`config.mk`:
```
export PLATFORM = sky130hd
export DESIGN_NAME = ysyx_22050612_mem_arbiter
export DESIGN_NICKNAME = d
export VERILOG_FILES = /design/src/rtl/ysyx_22050612_pkg.sv /design/src/rtl/ysyx_22050612_arb_pick.sv /design/src/rtl/ysyx_22050612_mem_arbiter.sv
export SDC_FILE = /design/constraint.sdc
export NUM_CORES = 1
export LEC_CHECK = 0
export CORE_AREA = 2 2 211 213
export CTS_CLUSTER_DIAMETER = 80
export DETAILED_ROUTE_END_ITERATION = 10
export DIE_AREA = 0 0 213 215
export PLACE_DENSITY = 0.57
export SYNTH_ARGS = -nofsm -noshare
export SYNTH_HDL_FRONTEND = slang
export SYNTH_SLANG_ARGS = --single-unit
```
`constraint.sdc`:
```
create_clock -name clk -period 2 [get_ports clk]
set_input_delay 0.2 -clock clk [delete_from_list [all_inputs] [get_ports clk]]
set_output_delay 0.2 -clock clk [all_outputs]
set_load 0.01 [all_outputs]
```
`src/rtl/ysyx_22050612_pkg.sv`:
```
// Shared types for the fetch / load-store memory arbiter.
package ysyx_22050612_pkg;

    // Arbiter FSM: accept in IDLE, hold request in REQ, wait for data in RESP.
    typedef enum logic [1:0] {
        ST_IDLE = 2'd0,
        ST_REQ  = 2'd1,
        ST_RESP = 2'd2
    } arb_state_e;

    // Which requester owns the in-flight transaction.
    typedef enum logic {
        GNT_IF = 1'b0,
        GNT_LS = 1'b1
    } gnt_e;

endpackage

```
`src/rtl/ysyx_22050612_arb_pick.sv`:
```
// Priority pick between fetch and load/store. On a tie the requester that
// did not win last time is chosen. Tying last_gnt to GNT_IF gives plain
// load/store-first priority.
module ysyx_22050612_arb_pick
    import ysyx_22050612_pkg::*;
(
    input  logic if_valid,
    input  logic ls_valid,
    input  logic last_gnt,
    output logic gnt_c
);

    // Tie goes to whoever was not granted last; otherwise the sole requester.
    always_comb begin
        gnt_c = GNT_IF;
        if (if_valid && ls_valid) begin
            gnt_c = (last_gnt == GNT_LS) ? GNT_IF : GNT_LS;
        end else if (ls_valid) begin
            gnt_c = GNT_LS;
        end
    end

endmodule

```
`src/rtl/ysyx_22050612_mem_arbiter.sv`:
```
// Shares one memory port between instruction fetch and load/store, with a
// single transaction in flight. Define YSYX_22050612_ARB_RR_EN to alternate
// priority on simultaneous requests; otherwise load/store always wins a tie.
module ysyx_22050612_mem_arbiter
    import ysyx_22050612_pkg::*;
#(
    parameter int unsigned ADDR_W = 64,
    parameter int unsigned DATA_W = 64
) (
    input  logic                  clk,
    input  logic                  rst_n,

    input  logic                  if_valid,
    output logic                  if_ready,
    input  logic [ADDR_W-1:0]     if_addr,
    output logic                  if_rvalid,
    output logic [DATA_W-1:0]     if_rdata,

    input  logic                  ls_valid,
    output logic                  ls_ready,
    input  logic [ADDR_W-1:0]     ls_addr,
    input  logic                  ls_wen,
    input  logic [DATA_W-1:0]     ls_wdata,
    input  logic [DATA_W/8-1:0]   ls_wmask,
    output logic                  ls_rvalid,
    output logic [DATA_W-1:0]     ls_rdata,

    output logic                  mem_valid,
    input  logic                  mem_ready,
    output logic [ADDR_W-1:0]     mem_addr,
    output logic                  mem_wen,
    output logic [DATA_W-1:0]     mem_wdata,
    output logic [DATA_W/8-1:0]   mem_wmask,
    input  logic                  mem_rvalid,
    input  logic [DATA_W-1:0]     mem_rdata
);

    localparam int unsigned MASK_W = DATA_W / 8;

    arb_state_e           state_q;
    arb_state_e           state_d;
    logic                 gnt_q;
    logic [ADDR_W-1:0]    addr_q;
    logic                 wen_q;
    logic [DATA_W-1:0]    wdata_q;
    logic [MASK_W-1:0]    wmask_q;

    logic                 pick_c;
    logic                 last_gnt;
    logic                 accept_c;

    ysyx_22050612_arb_pick u_pick (
        .if_valid (if_valid),
        .ls_valid (ls_valid),
        .last_gnt (last_gnt),
        .gnt_c    (pick_c)
    );

`ifdef YSYX_22050612_ARB_RR_EN
    logic last_gnt_q;

    // Remember the last winner; starts at load/store so fetch takes the first tie.
    always_ff @(posedge clk or negedge rst_n) begin
        if (!rst_n) begin
            last_gnt_q <= GNT_LS;
        end else if (accept_c) begin
            last_gnt_q <= pick_c;
        end
    end

    assign last_gnt = last_gnt_q;
`else
    assign last_gnt = GNT_IF;
`endif

    // FSM state register.
    always_ff @(posedge clk or negedge rst_n) begin
        if (!rst_n) begin
            state_q <= ST_IDLE;
        end else begin
            state_q <= state_d;
        end
    end

    // Next state, handshakes and response routing.
    always_comb begin
        state_d   = state_q;
        accept_c  = 1'b0;
        if_ready  = 1'b0;
        ls_ready  = 1'b0;
        mem_valid = 1'b0;
        if_rvalid = 1'b0;
        ls_rvalid = 1'b0;
        unique case (state_q)
            ST_IDLE: begin
                // rst_n gate keeps ready low while reset is held.
                if (rst_n && (if_valid || ls_valid)) begin
                    accept_c = 1'b1;
                    if_ready = (pick_c == GNT_IF);
                    ls_ready = (pick_c == GNT_LS);
                    state_d  = ST_REQ;
                end
            end
            ST_REQ: begin
                mem_valid = 1'b1;
                if (mem_ready) begin
                    state_d = ST_RESP;
                end
            end
            ST_RESP: begin
                if (mem_rvalid) begin
                    if_rvalid = (gnt_q == GNT_IF);
                    ls_rvalid = (gnt_q == GNT_LS);
                    state_d   = ST_IDLE;
                end
            end
            default: begin
                state_d = ST_IDLE;
            end
        endcase
    end

    // Capture the winner's request fields; fetch is always a plain read.
    always_ff @(posedge clk or negedge rst_n) begin
        if (!rst_n) begin
            gnt_q   <= GNT_IF;
            addr_q  <= '0;
            wen_q   <= 1'b0;
            wdata_q <= '0;
            wmask_q <= '0;
        end else if (accept_c) begin
            gnt_q <= pick_c;
            if (pick_c == GNT_LS) begin
                addr_q  <= ls_addr;
                wen_q   <= ls_wen;
                wdata_q <= ls_wdata;
                wmask_q <= ls_wmask;
            end else begin
                addr_q  <= if_addr;
                wen_q   <= 1'b0;
                wdata_q <= '0;
                wmask_q <= '0;
            end
        end
    end

    assign mem_addr  = addr_q;
    assign mem_wen   = wen_q;
    assign mem_wdata = wdata_q;
    assign mem_wmask = wmask_q;

    // Read data is broadcast; rvalid qualifies it.
    assign if_rdata  = mem_rdata;
    assign ls_rdata  = mem_rdata;

endmodule

```
; Yosys cells after proc, flatten, opt, wreduce, memory -nomap -nowiden
; Cells that the tools add are included.
[classes]
n_eq_ne = 5
n_mux = 21
bitwise = 2
reduce_logical = 5
[ops]
columns = operator, count
row1 = $mux 64, 2
row2 = $mux 1, 14
row3 = $mux 8, 1
row4 = $mux 2, 3
row5 = $ne 2x2->1 const B, 3
row6 = $pmux 2 s3, 1
row7 = $reduce_and 3->1, 1
row8 = $eq 2x1->1 const B, 1
row9 = $eq 2x2->1 const B, 1
row10 = $logic_and 1x1->1, 2
row11 = $logic_not 2->1, 1
row12 = $not 1->1, 2
row13 = $logic_or 1x1->1, 1
[word_totals]
reg_bits = 140
in_bits = 271
output_inout_bits = 270

; Logic depth before layout (Yosys ltp)
; Gate-level depths: netlist (run 1).
[depth]
ltp_word = 5
ltp_mapped = 6
ltp_nobuf = 3

; By module
; Synthesis (run 1) repeated with hierarchy kept, for this count alone.
[unflattened]
hier_cells = 662
area_unflattened_um2 = 7478.4
[modules_own_cells]
columns = mod, instances, cells_each, area_per_inst_um2, seq_area_each_um2
row1 = ysyx_22050612_mem_arbiter, 1, 661, 7467.2, 3503.4
row2 = ysyx_22050612_arb_pick, 1, 1, 11.3, 0.0

; Least setup slack after synthesis (run 1)
; No wires, ideal clock.
[synth_path]
path_kind = register to output
startpoint = reg state_q[1]
endpoint = out ls_ready
arrival_time_ns = 1.419
path_slack_ns = 0.381
stages_incl_launch_ff = 5
n_path_buf = 2
path_cell_list = dfrtp_1 nor4b_4 buf_2 buf_2 and2_1
[synth_via]
elab_chain_cells = 2
[synth_lines]
columns = element, line_no
row1 = start: declaration, ysyx_22050612_mem_arbiter.sv:40  ; arb_state_e state_q;
row2 = start signal: assignment, ysyx_22050612_mem_arbiter.sv:81  ; state_q <= state_d;
row3 = $logic_not 2->1, ysyx_22050612_mem_arbiter.sv:94  ; unique case (state_q)
row4 = $mux 1, ysyx_22050612_mem_arbiter.sv:94
row5 = end: declaration, ysyx_22050612_mem_arbiter.sv:20  ; output logic ls_ready,
; Every way passes these cells.

; Worst setup path after layout (run 1)
[layout_path]
startpoint = reg state_q[1]
endpoint = out if_ready
[layout_via]
elab_chain_cells = 2
[layout_lines]
columns = element, line_no
row1 = $logic_not 2->1, ysyx_22050612_mem_arbiter.sv:94
row2 = $mux 1, ysyx_22050612_mem_arbiter.sv:94
row3 = end: declaration, ysyx_22050612_mem_arbiter.sv:14  ; output logic if_ready,
; Every way passes these cells.

==> qor_table.md, run 1 <==
| Quantity | Value |
|---|---|
| Power density cells | 1312 mW/mm^2 |
| Cell taking the most area after synthesis | sky130_fd_sc_hd__dfrtp_1 |
| Time the final worst path needs with I/O delays and setup | 1952 ps |
| Cell Area, Placed | 0.01082 sq mm |
| Number of CTS-inserted buffers | 17 |
| Post-synthesis area per instance | 11.28 sq um |
| Max Root-Sink Buffers | 2 |
| Headroom to the max-slew limit | 0.4453 |
| Largest incremental delay on the critical path | 410 ps |
| Vias/cell | 3.501 |
| Final cell utilization of the core | 0.2646 |
| Die Span Y | 215 microns |
| Remaining routing DRC violations | 0 |
| Antenna violations before repair | 1 |
| VDD IR-drop max | 0.4779 mV |
| Start of the worst register-to-register path | state_q[1] |
| Number of different library cells in the post-synthesis netlist | 17 |
| Share of synthesized area occupied by flip-flops and latches | 0.4704 |
| Area contributors post-synth | sky130_fd_sc_hd__dfrtp_1 47%, sky130_fd_sc_hd__mux2_2 19%, sky130_fd_sc_hd__buf_4 14%, sky130_fd_sc_hd__mux2i_1 9.8%, sky130_fd_sc_hd__inv_1 3.8% |
| Drt pass-1 iters | 4 |
| Switching power total | 4.577 mW |
| Combined global-route utilization of all metal layers | 0.1023 |
| # IOs | 541 |
| # Max-Cap Violations | 0 |
| TritonCTS clock tree | done |
| Final Max Slew Viols | 0 |
| Drt total wl | 23050 microns |
| Number of endpoints failing setup at the final stage | 0 |
| Detailed-route via count | 5252 |
| Reg2Reg Setup Slack | 90 ps |
| Leakage Power | 4.776 nW |
| Area fraction of the dominant cell type after synthesis | 0.4704 |
| Vias in the first global route | 5851 |
| Worst hold stages | 4 |
| Most repeated library cell on the critical path | sky130_fd_sc_hd__buf_6 |
| Clk network pwr share | 0.241 |
| Detailed Place HPWL | 17410 microns |
| Type of the worst setup path | reg -> out |
| Cell family with the largest share of critical-path delay | simple AND/OR/NAND/NOR gates |
| Class of the worst hold path | in -> reg |
| Core Footprint | 0.04364 sq mm |
| Data arrival time at the worst-slack endpoint | 1750 ps |
| Type of element capturing the critical path | output port |
| P&R area growth vs syn | 55.09% |
| Run status | finished, final reports clean |
| RSZ-0062 raised after global routing | yes |
| Number of inserted diodes | 0 |
| Maximum fanout count along the critical path | 3 |
| Source of the worst hold timing path | ls_valid |
| Design Area, Final | 0.01155 sq mm |
| Endpoint of the worst hold-timing path | mem_wdata[61] |
| Post-Syn Area | 0.007447 sq mm |
| Ordered cell list for the critical path | nor4b_4 -> buf_12 -> buf_6 -> nor2b_4 -> buf_6 |
| Worst setup skew after layout | 8.086 ps |
| Wire length of the first global-routing pass | 34550 microns |
| CTS Sinks | 140 |
| Yosys warns | 0 |
| Post-route setup TNS | 0 ps |
| Reg power frac | 0.328 |
| Terminus of the critical flop-to-flop path | mem_addr[25] |
| Total internal power | 10.58 mW |
| Final ANT Viol Nets | 0 |
| Pin count of the biggest net entering global routing | 141 |
| Cell at the slowest stage of the critical path | sky130_fd_sc_hd__dfrtp_1 |
| Area of the die | 0.04580 sq mm |
| RD Place Congestion | 0.7716 |
| R2R cell count | 6 |
| Insertion delay to the later sink of the worst-skew pair | 440 ps |
| Average wire per standard cell | 15.36 microns |
| Total nets after synthesis | 931 |
| Share of layout cells above drive strength 1 | 0.2126 |
| Total Nets Final | 1166 |
| Initial core utilization | 0.1706 |
| Clock root buffer | sky130_fd_sc_hd__clkbuf_16 |
| Number of standard cells after synthesis | 660 |
| Flops & latches, synth | 140 |
| Die Wd | 213 microns |
| Initial detailed-routing violation count | 142 |
| Part of the power in combinational logic | 0.431 |
| H-tree levels | 4 |
| Overflow left after global routing | 0 |
| Buffers and inverters on the worst path | 3 |
| FMAX | 512.2 MHz |
| Number of endpoints with negative hold slack in the final report | 0 |
| Worst-path clk slew | 60 ps |
| Required @ worst endpoint | 1800 ps |
| Startpoint Class | register |
| Input/output buffers | 348 |
| Transition time of the tightest slew-check pin | 832.0 ps |
| Period Utilization, post-route | 0.9761 |
| Number of placement rows | 77 |
| Switching power as a share of total power | 0.3021 |
==> worst max path at each step <==
stage / slack (ps) / end / startpoint / cells after the start
6_report: 50 / if_ready / state_q[1] / 5
5_1_grt: -20 / mem_valid / state_q[0] / 2
4_1_cts: -60 / if_ready / state_q[0] / 5
3_5_place_dp: -290 / if_ready / if_valid / 6
3_3_place_gp: -310 / if_ready / if_valid / 6
2_1_floorplan: 380 / ls_ready / state_q[1] / 4
==> per-layer routing <==
| layer | track usage | vias up | routed length, microns | part of all wire |
|---|---|---|---|---|
| met3 | 0.04296 | 86 | 2039 | 0.088 |
| met4 | 0.06387 | 2 | 1151 | 0.050 |
| met5 | 0 | - | 16 | 0.00069 |
| met1 | 0.1019 | 2470 | 8416 | 0.37 |
| met2 | 0.1750 | 241 | 11420 | 0.50 |
| li1 | - | 2453 | - | - |
==> kinds of logic (layout without fill, tap and decap cells) <==
| kind of cell | after synthesis | count (layout) | share of synthesized area |
|---|---|---|---|
| flops | 140 | 140 | 0.4704 |
| mux | 202 | 202 | 0.2932 |
| compound gates | 2 | 2 | 0.002185 |
| simple gates | 82 | 82 | 0.04570 |
| buf+inv | 234 | 482 | 0.1885 |
==> layout make-up <==
cell class              count  area [sq um]
fillers                  4614         32090
clock inverters            10         183.9
repair buffers            375          3796
clock buffers              22         494.2
flip-flops and latches    140          3503
multi-input cells         286          2550
inverters                  75         281.5
well taps                 592         740.7
==> registers in the layout, summed over array words and instances, names as in the netlist <==
signal     flops
mem_addr      64
mem_wdata     64
mem_wmask      8
state_q        2
gnt_q          1
mem_wen        1
==> synthesized netlist by cell type <==
| master | number |
|---|---|
| sky130_fd_sc_hd__a21o_1 | 1 |
| sky130_fd_sc_hd__a22o_1 | 1 |
| sky130_fd_sc_hd__and2_1 | 1 |
| sky130_fd_sc_hd__and3_1 | 1 |
| sky130_fd_sc_hd__buf_1 | 2 |
| sky130_fd_sc_hd__buf_2 | 12 |
| sky130_fd_sc_hd__buf_4 | 136 |
| sky130_fd_sc_hd__clkbuf_1 | 9 |
| sky130_fd_sc_hd__dfrtp_1 | 140 |
| sky130_fd_sc_hd__inv_1 | 75 |
| sky130_fd_sc_hd__mux2_1 | 1 |
| sky130_fd_sc_hd__mux2_2 | 128 |
| sky130_fd_sc_hd__mux2i_1 | 73 |
| sky130_fd_sc_hd__nand2_1 | 74 |
| sky130_fd_sc_hd__nor2_1 | 2 |
| sky130_fd_sc_hd__nor2b_1 | 3 |
| sky130_fd_sc_hd__nor4b_4 | 1 |
==> layout by cell type, fill, tap and decap left out <==
master and n:
sky130_fd_sc_hd__a21o_1 1, sky130_fd_sc_hd__clkbuf_2 1, sky130_fd_sc_hd__dlygate4sd3_1 1, sky130_fd_sc_hd__nor2b_1 1, sky130_fd_sc_hd__clkbuf_8 5, sky130_fd_sc_hd__inv_1 75, sky130_fd_sc_hd__nor2_1 2, sky130_fd_sc_hd__clkinv_2 2
sky130_fd_sc_hd__mux2_2 128, sky130_fd_sc_hd__dfrtp_1 140, sky130_fd_sc_hd__dlymetal6s2s_1 1, sky130_fd_sc_hd__mux2_1 1, sky130_fd_sc_hd__clkdlybuf4s50_1 342, sky130_fd_sc_hd__nor2b_4 1, sky130_fd_sc_hd__buf_6 3, sky130_fd_sc_hd__buf_4 17
sky130_fd_sc_hd__nor4b_4 1, sky130_fd_sc_hd__nand2_1 74, sky130_fd_sc_hd__mux2i_1 73, sky130_fd_sc_hd__nor2b_2 1, sky130_fd_sc_hd__buf_8 1, sky130_fd_sc_hd__clkinvlp_4 2, sky130_fd_sc_hd__and3_1 1, sky130_fd_sc_hd__and2_1 1
sky130_fd_sc_hd__a22o_1 1, sky130_fd_sc_hd__bufinv_16 5, sky130_fd_sc_hd__clkbuf_16 17, sky130_fd_sc_hd__buf_12 8, sky130_fd_sc_hd__dlygate4sd2_1 1, sky130_fd_sc_hd__clkinv_4 1
==> metrics by stage <==
| step | power (mW) | std cells | hold slack, ps | setup WS (ps) |
|---|---|---|---|---|
| 2_1_floorplan | 7.771 | 660 | -95.59 | 381.4 |
| 3_3_place_gp | 11.52 | 1464 | 396.4 | -307.6 |
| 3_5_place_dp | 11.59 | 1464 | 400.1 | -294.4 |
| 4_1_cts | 15.45 | 1499 | 222.8 | -63.47 |
| 5_1_grt | 16.08 | 1500 | 250.8 | -21.81 |
| 6_report | 15.15 | 1500 | 275.7 | 47.81 |
==> timing repair <==
item,CTS,global route
gates cloned,0,0
endpoints found under the hold margin,140,0
setup buffers,2,1
hold buffers,1,0
resized for setup,10,6
endpoints found under the setup margin,4,9
pin swaps,1,1
==> worst reg2reg max path: cells and delay by family, from the launching register on <==
kind	cells	cell delay, ps
buffers and inverters	4	640
DFF	1	410
muxes	1	380
and+or+nand+nor	1	360
==> power by group through the flow <==
stage	Clock (mW)	Combinational, mW	Sequential, mW
CTS	3.81	6.64	4.99
global route	3.92	7.00	5.16
detailed placement	0	6.60	4.99
global placement	0	6.53	4.99
floorplan	0	2.18	5.59
finish	3.65	6.53	4.97
Note: power is estimated with default switching activity, not from simulation.
==> run 2, diff against run 1 <==
--- a/config.mk
+++ b/config.mk
@@ -10,6 +10,7 @@
 export DETAILED_ROUTE_END_ITERATION = 10
 export DIE_AREA = 0 0 213 215
 export PLACE_DENSITY = 0.57
+export SLEW_MARGIN = 20
 export SYNTH_ARGS = -nofsm -noshare
 export SYNTH_HDL_FRONTEND = slang
 export SYNTH_SLANG_ARGS = --single-unit
==> results of run 2 <==
Same layout as run 1: the final DEF is identical, and so are final timing and power.
